**src/rtl/column_compressor_pkg.sv**
```systemverilog
// Shared sizing for the squarer column compressor.
// Latency: n/a (types and constants only).
// Backpressure: n/a.
package column_compressor_pkg;

   localparam int N_COLS = 10;   // input columns, weights 2^0..2^9
   localparam int COL_H  = 10;   // equal-weight bits per column
   localparam int OUT_W  = 14;   // holds 10 * (2^10 - 1) = 10230

   typedef logic [COL_H-1:0] col_t;

endpackage

```
**src/rtl/column_compressor_full_adder_32.sv**
```systemverilog
// 3:2 counter: three equal-weight bits in, sum bit and next-weight carry out.
// Latency: combinational.
// Backpressure: none.
module full_adder_32 (
   input  logic a,
   input  logic b,
   input  logic c,
   output logic s,
   output logic co
);

   assign s  = a ^ b ^ c;
   assign co = (a & b) | (a & c) | (b & c);

endmodule

```
**src/rtl/column_compressor.sv**
```systemverilog
// Sums 10 columns x 10 equal-weight bits (column i weight 2^i) into a 14-bit registered result.
// Latency: 1 cycle; 2 cycles when COMPRESSOR_PIPE2_EN is defined (register between tree and final adder).
// Backpressure: none; a new input set is accepted every cycle.
module column_compressor
   import column_compressor_pkg::*;
(
   input  logic             clk,
   input  logic             rst_n,
   input  logic [COL_H-1:0] src0,
   input  logic [COL_H-1:0] src1,
   input  logic [COL_H-1:0] src2,
   input  logic [COL_H-1:0] src3,
   input  logic [COL_H-1:0] src4,
   input  logic [COL_H-1:0] src5,
   input  logic [COL_H-1:0] src6,
   input  logic [COL_H-1:0] src7,
   input  logic [COL_H-1:0] src8,
   input  logic [COL_H-1:0] src9,
   output logic             dst0,
   output logic             dst1,
   output logic             dst2,
   output logic             dst3,
   output logic             dst4,
   output logic             dst5,
   output logic             dst6,
   output logic             dst7,
   output logic             dst8,
   output logic             dst9,
   output logic             dst10,
   output logic             dst11,
   output logic             dst12,
   output logic             dst13
);

   // Eight 3:2 levels fold ten rows down to one sum row and one carry row.
   localparam int N_STG = COL_H - 2;

   col_t             cols [N_COLS];
   logic [OUT_W-1:0] rows [COL_H];
   logic [OUT_W-1:0] cs_sum;
   logic [OUT_W-1:0] cs_car;
   logic [OUT_W-1:0] final_sum;
   logic [OUT_W-1:0] res_q;

   assign cols[0] = src0;
   assign cols[1] = src1;
   assign cols[2] = src2;
   assign cols[3] = src3;
   assign cols[4] = src4;
   assign cols[5] = src5;
   assign cols[6] = src6;
   assign cols[7] = src7;
   assign cols[8] = src8;
   assign cols[9] = src9;

   // Transpose columns into rows: row j takes bit j of every column, so each row is a plain binary number.
   always_comb begin
      for (int j = 0; j < COL_H; j++) begin
         rows[j] = '0;
         for (int i = 0; i < N_COLS; i++) begin
            rows[j][i] = cols[i][j];
         end
      end
   end

   // Carry-save array: each level adds one more row into the running (sum, carry) pair.
   for (genvar j = 0; j < N_STG; j++) begin : g_stg
      logic [OUT_W-1:0] a_v;
      logic [OUT_W-1:0] b_v;
      logic [OUT_W-1:0] s_v;
      logic [OUT_W-1:0] c_v;

      if (j == 0) begin : g_first
         assign a_v = rows[0];
         assign b_v = rows[1];
      end else begin : g_next
         assign a_v = g_stg[j-1].s_v;
         assign b_v = g_stg[j-1].c_v;
      end

      // Nothing carries into weight 2^0.
      assign c_v[0] = 1'b0;

      for (genvar k = 0; k < OUT_W-1; k++) begin : g_bit
         full_adder_32 u_fa (
            .a  (a_v[k]),
            .b  (b_v[k]),
            .c  (rows[j+2][k]),
            .s  (s_v[k]),
            .co (c_v[k+1])
         );
      end

      // Top column: a carry here would mean a sum >= 2^14, which cannot occur, so only the sum bit is kept.
      assign s_v[OUT_W-1] = a_v[OUT_W-1] ^ b_v[OUT_W-1] ^ rows[j+2][OUT_W-1];
   end

   assign cs_sum = g_stg[N_STG-1].s_v;
   assign cs_car = g_stg[N_STG-1].c_v;

`ifdef COMPRESSOR_PIPE2_EN
   logic [OUT_W-1:0] sum_q;
   logic [OUT_W-1:0] car_q;

   // Split point: hold the two carry-save rows before the carry-propagate adder.
   always_ff @(posedge clk or negedge rst_n) begin
      if (!rst_n) begin
         sum_q <= '0;
         car_q <= '0;
      end else begin
         sum_q <= cs_sum;
         car_q <= cs_car;
      end
   end

   assign final_sum = sum_q + car_q;
`else
   assign final_sum = cs_sum + cs_car;
`endif

   // Result register, captured every cycle; async clear drops any in-flight result.
   always_ff @(posedge clk or negedge rst_n) begin
      if (!rst_n) begin
         res_q <= '0;
      end else begin
         res_q <= final_sum;
      end
   end

   assign dst0  = res_q[0];
   assign dst1  = res_q[1];
   assign dst2  = res_q[2];
   assign dst3  = res_q[3];
   assign dst4  = res_q[4];
   assign dst5  = res_q[5];
   assign dst6  = res_q[6];
   assign dst7  = res_q[7];
   assign dst8  = res_q[8];
   assign dst9  = res_q[9];
   assign dst10 = res_q[10];
   assign dst11 = res_q[11];
   assign dst12 = res_q[12];
   assign dst13 = res_q[13];

endmodule

```
**config.mk**
```make
export PLATFORM = sky130hd
export DESIGN_NAME = column_compressor
export DESIGN_NICKNAME = d
export VERILOG_FILES = /design/src/rtl/column_compressor_pkg.sv /design/src/rtl/column_compressor_full_adder_32.sv /design/src/rtl/column_compressor.sv
export SDC_FILE = /design/constraint.sdc
export NUM_CORES = 1
export LEC_CHECK = 0
export CAP_MARGIN = 25
export CELL_PAD_IN_SITES_DETAIL_PLACEMENT = 2
export CELL_PAD_IN_SITES_GLOBAL_PLACEMENT = 2
export CORE_ASPECT_RATIO = 1.25
export CORE_UTILIZATION = 28
export CTS_BUF_LIST = sky130_fd_sc_hd__clkbuf_16
export CTS_CLUSTER_DIAMETER = 50
export CTS_CLUSTER_SIZE = 16
export DETAILED_ROUTE_END_ITERATION = 8
export PLACE_DENSITY_LB_ADDON = 0.1
export SLEW_MARGIN = 15
export SYNTH_ARGS = -nofsm -noshare
export SYNTH_HDL_FRONTEND = slang
export SYNTH_SLANG_ARGS = --single-unit
```
**constraint.sdc**
```tcl
create_clock -name clk -period 0.8 [get_ports clk]
set_clock_uncertainty 0.05 [all_clocks]
set_input_delay 0.12 -clock clk [delete_from_list [all_inputs] [get_ports clk]]
set_output_delay 0.12 -clock clk [all_outputs]
set_load 0.01 [all_outputs]
```
==> results by group, run 1 <==
Layout
  – Most frequent cells in the layout: clkdlybuf4s50_1, inv_1, fa_1, buf_4, buf_2
  – Layout net count: 641
  – Most flop-heavy register: res_q
  – Area growth, synth to finish: 64.1%
  – Ratio of cells with drive above 1 in the final layout: 34.7%
  – Most common cell after layout, fill and taps aside: clkdlybuf4s50_1
  – Max FFs per register: 14
  – Top Registers: res_q: 14 flops
  – Diodes inserted: 0

Logic synthesis
  – Syn Nets: 478
  – Top-area cell type share of the netlist area: 50.6%
  – EDFF count, synth: 0
  – Seq cells post-synth: 14
  – Area leader, netlist: fa_1
  – Syn avg cell area: 11.3 um2
  – Ys async rst share: 100%
  – Ranking of synthesized cells by area: fa_1, ha_1, dfrtp_1, inv_1, xnor2_1
  – Ys flop type: dfrtp_1
  – Cells after Synth: 270
  – Post-synthesis sequential area ratio: 11.5%
  – Yosys warning count: 0
  – Number of distinct library cells after synthesis: 38
  – Post-Syn Area: 3050 um2

Worst setup path
  – CP most frequent cell: fa_1
  – Cell Chain, Critical Path: buf_6 -> fa_1 -> fa_1 -> fa_1 -> fa_1 -> inv_1 -> fa_1 -> fa_1 -> fa_1 -> fa_1 -> inv_2 -> ha_4 -> inv_2 -> fa_2 -> nor2b_4 -> o31ai_4 -> a211oi_2 -> mux2_4 -> nand2_2
  – Required time worst endpoint: 930 ps
  – Startpoint Class: input port
  – Kind of critical path: in -> reg
  – Critical Path Max Stage Delay: 540 ps
  – Crit path max fanout: 3
  – Critical path arrival: 5580 ps
  – Endpoint class of the critical path: flop
  – Slowest cell on crit path: fa_1
  – Critical Path Start: src1[2]

Placement
  – Place WS: -5390 ps
  – Port Buffer Count: 115
  – Final GP Congestion: 0.800
  – Hpwl dp: 7.25 mm

Global route
  – First-pass GRT wire length: 13.2 mm
  – Gr usage total: 15.1%
  – Initial antenna violation count: 0
  – Largest net degree at the start of global routing: 15
  – Global route overflow: 0
  – Vias in the first global route: 3033

Routing
  – DR vias/cell: 4.42
  – Max Used Layer: met4
  – Final WL: 8.45 mm
  – Initial DRC count: 14
  – Met2 routed WL: 5.60 mm
  – Via count: 2492
  – Antenna Violating Nets Remaining: 0
  – Routed wire length on met3: 318 um
  – DRC Markers: 0
  – Routed len/inst: 15.0 um
  – DR pass1 iterations: 3
  – Met1 wire length: 2.46 mm

STA
  – Max Slew Vio Count: 0
  – Final setup margin: -4650 ps
  – Slew @ Worst Pin: 354 ps
  – RSZ-0062 raised after global routing: yes
  – Final Hold Viols: 0
  – Highest clock rate: 0.184 GHz
  – Final Cycle Share: 681%
  – Final setup viols: 28
  – Min Tclk post-route: 5450 ps
  – Slew HR: 76.2%

Die
  – Io pins: 116
  – Die X: 95.3 um
  – Die area: 11300 um2
  – CORE AREA: 10600 um2
  – Initial Utilization: 28.7%
  – Site Rows: 42
  – DIE HEIGHT: 119 um

Worst hold path
  – Hold Crit Class: in -> async

Clock tree
  – TritonCTS buffer count: 3
  – CTS sink cnt: 14
  – CTS clk-pin slew, worst paths: 50 ps
  – CTS tree: built
  – Max Root-Sink Buffers: 2
  – CTS H-tree depth: 1
  – Root buf cell: clkbuf_16

Run
  – # Max-Cap Violations: 0

Outcome
  – Status: finished with violations
  – Failing checks: setup timing
[worst paths after layout]
kind / cells past startpoint / end / slack, ps
setup / recovery: 19 / res_q[13]$_DFF_PN0_ / -4650
min in group clk: 2 / res_q[0]$_DFF_PN0_ / 510
max in group asynchronous: 2 / res_q[8]$_DFF_PN0_ / 430
hold / removal: 2 / res_q[13]$_DFF_PN0_ / 150
[through the flow]
step                utilization, %  hold WS, ps  area (um2)  setup TNS (ps)  cells
floorplan                        -         -226        3100          -57940    270
global placement              43.6          411        4630          -70280    545
detailed placement            43.6          416        4630          -71040    545
CTS                           46.4          155        4920          -62150    558
global route                  47.1          164        5000          -62610    564
finish                        47.1          155        5000          -59780    564
[synthesized netlist by cell type (2+ instances only)]
| master | number |
|---|---|
| a211oi_1 | 3 |
| nand4_1 | 2 |
| nand2b_1 | 3 |
| inv_1 | 76 |
| nor3_1 | 5 |
| nor2b_1 | 5 |
| fa_1 | 77 |
| xnor2_1 | 4 |
| nor2_1 | 8 |
| nand3_1 | 2 |
| dfrtp_1 | 14 |
| ha_1 | 29 |
| nand2_1 | 4 |
| a21o_1 | 3 |
| a21oi_1 | 6 |
| a221oi_1 | 2 |
| o21ai_0 | 6 |
[kinds of logic (layout without fill, tap and decap cells)]
family | after synthesis | in the layout | share of synthesized area [%]
flops | 14 | 14 | 11.5
xor+xnor | 4 | 4 | 1.15
buf+inv | 78 | 240 | 10.2
compound gates | 31 | 31 | 8.01
simple gates | 36 | 36 | 6.28
fa+ha+maj | 106 | 106 | 62.5
mux | 1 | 1 | 0.370
[worst max-delay path, delay by kind of cell]
| family | cells | cell delay [ps] |
|---|---|---|
| simple gates | 2 | 220 |
| buf+inv | 4 | 260 |
| mux | 1 | 330 |
| compound gates | 2 | 320 |
| fa+ha+maj | 10 | 4330 |
[area by class of cell]
cell class	instances	area, um2
well taps	132	165
clock inverters	1	3.75
fillers	1082	5620
repair buffers	160	1390
clock buffers	3	75.1
flip-flops and latches	14	350
multi-input cells	178	2730
inverters	76	285
[what timing repair did]
action,4_1_cts,5_1_grt
pin swaps,106,47
resized for setup,187,24
endpoints found under the setup margin,28,28
hold buffers,0,0
buffers inserted,10,6
cloned,0,0
[per-layer routing]
metal | vias up | global-route usage, %
li1 | 1149 | -
met1 | 1278 | 13.4
met2 | 59 | 33.4
met3 | 6 | 2.32
met4 | 0 | 1.52
met5 | - | 0
Power of run 1 is not shown: default switching activity piles up to over one toggle a cycle in this logic, so the estimate is an artifact.
==> run 2: changes to the inputs <==
CTS_BUF_LIST = unset   (was sky130_fd_sc_hd__clkbuf_16)
==> run 2 against run 1 <==
Compared with the run above:
- the flow still finishes with violations (setup timing)
- count of clock-buffer cells in the layout grew 1
- final cell count shrank 0.35%
- global-route usage grew 0.061 points
- flip-flop and latch count is the same
- hold slack gained 1.5 ps
- sequential share of layout area is essentially flat
- utilization shrank 0.059 points
- non-clock buffer count shrank 2
- critical endpoint unchanged
- largest cell class unchanged
==> results by group, run 2 (synthesis results as in run 1) <==
Outcome
  – Status: finished with violations
  – Failing checks: setup timing

Layout
  – Core Util, Final: 47.0% (-0.059 points)
  – Layout net count: 639 (-0.31%)
  – Top Registers: res_q: 14 flops
  – Diodes inserted: 0 (unchanged)
  – Max FFs per register: 14 (unchanged)
  – FILL cells: 1086 (+0.37%)
  – Most frequent cells in the layout: clkdlybuf4s50_1, inv_1, fa_1, buf_4, buf_2
  – Area growth, synth to finish: 63.9%
  – Ratio of cells with drive above 1 in the final layout: 35.1% (+0.39 points)
  – Most common cell after layout, fill and taps aside: clkdlybuf4s50_1
  – Final instance area: 4990 um2 (-0.13%)
  – Most flop-heavy register: res_q

STA
  – Min Tclk post-route: 5430 ps (-14.5 ps)
  – Slew HR: 76.3% (+0.092 points)
  – Final Hold Viols: 0 (unchanged)
  – Slew @ Worst Pin: 352 ps (-1.37 ps)
  – RSZ-0062 raised after global routing: yes
  – Highest clock rate: 0.184 GHz (+0.27%)
  – Final Cycle Share: 679% (-1.8 points)
  – Final setup margin: -4630 ps (+14.5 ps)
  – Final setup viols: 28 (unchanged)
  – Max Slew Vio Count: 0 (unchanged)

Global route
  – Largest net degree at the start of global routing: 15 (unchanged)
  – Gr usage total: 15.1% (+0.061 points)
  – First-pass GRT wire length: 13.3 mm (+0.73%)
  – Vias in the first global route: 3051 (+0.59%)
  – Global route overflow: 0 (unchanged)
  – Initial antenna violation count: 0 (unchanged)

Worst setup path
  – Critical path arrival: 5570 ps (about the same)
  – Kind of critical path: in -> reg
  – Required time worst endpoint: 930 ps (about the same)
  – Crit path max fanout: 2 (-1)
  – Endpoint class of the critical path: flop
  – Startpoint Class: input port

Placement
  – Placed cell area: 4630 um2 (unchanged)
  – Final GP Congestion: 0.800 (unchanged)
  – Hpwl dp: 7.25 mm (unchanged)
  – Port Buffer Count: 115 (unchanged)

Routing
  – DR vias/cell: 4.46 (+1.0%)
  – DR pass1 iterations: 2 (-1)
  – Initial DRC count: 12 (-2)
  – Routed len/inst: 14.9 um (-0.48%)
  – Final WL: 8.38 mm (-0.83%)
  – Via count: 2508 (+0.64%)
  – Antenna Violating Nets Remaining: 0 (unchanged)
  – DRC Markers: 0 (unchanged)

Clock tree
  – Max Root-Sink Buffers: 2 (unchanged)
  – CTS H-tree depth: 1 (unchanged)
  – Root buf cell: clkbuf_16
  – TritonCTS buffer count: 3 (unchanged)
  – CTS sink cnt: 14 (unchanged)
  – CTS clk-pin slew, worst paths: 50 ps (about the same)
  – CTS tree: built

Worst hold path
  – Hold Crit Class: in -> async

Run
  – # Max-Cap Violations: 0 (unchanged)

Die
  – DIE HEIGHT: 119 um (unchanged)
  – Die X: 95.3 um (unchanged)
  – Initial Utilization: 28.7% (unchanged)
  – CORE AREA: 10600 um2 (unchanged)
  – Io pins: 116 (unchanged)
  – Site Rows: 42 (unchanged)
  – Die area: 11300 um2 (unchanged)
run 2: cell types whose count changed in the layout (fill, tap and decap cells not counted), sizes merged:
cell and delta:
buf -2, clkbuf +1, clkdlybuf4s15 +1, clkinv -1, dlygate4sd2 -1
run 2: layer usage:
layer	wire length [um]	up-vias	GRT usage, %	part of all wire [%]
met2	5460	63	32.9	65
li1	-	1149	-	-
met5	0	-	0	0
met1	2510	1288	13.8	30
met4	98	0	2.37	1.2
met3	304	8	2.12	3.6
run 2: stage by stage:
step | hold slack, ps | setup TNS [ps] | instances | worst slack, ps
2_1_floorplan | -226 | -57940 | 270 | -4640
3_3_place_gp | 411 | -70280 | 545 | -5270
3_5_place_dp | 416 | -71040 | 545 | -5390
4_1_cts | 155 | -62250 | 558 | -4920
5_1_grt | 166 | -62590 | 562 | -4840
6_report | 156 | -59670 | 562 | -4630
run 2: critical path: stages:
cell	delay (ps)
dlygate4sd2_1	240
fa_2	530
fa_2	450
fa_2	560
fa_2	430
fa_1	490
fa_1	530
inv_2	40
fa_2	530
fa_1	400
inv_1	70
ha_2	270
a21o_1	180
a211oi_2	240
o21ai_0	130
mux2_4	280
nand2_2	60
run 2: worst paths after layout:
check                      startpoint                  end  cells past startpoint
min in group clk              src0[9]   res_q[0]$_DFF_PN0_                      2
min                             rst_n  res_q[12]$_DFF_PN0_                      2
max in group asynchronous       rst_n   res_q[8]$_DFF_PN0_                      2
max                           src8[1]  res_q[13]$_DFF_PN0_                     17
run 2: area by class of cell:
class	count	area (um2)	area share, %
sequential	14	350	7.02
inverter	76	285	5.71
clock buffer	4	88.8	1.78
tap	132	165	3.31
multi-input combinational	178	2730	54.7
timing repair buffer	158	1370	27.5
run 2: repair_timing:
action | CTS | global route
hold buffers | 0 | 0
buffers inserted | 10 | 5
endpoints found under the setup margin | 28 | 28
endpoints found under the hold margin | 0 | 0
pin swaps | 107 | 57
gates resized for setup | 186 | 26
Power of run 2 is left out for the same reason.
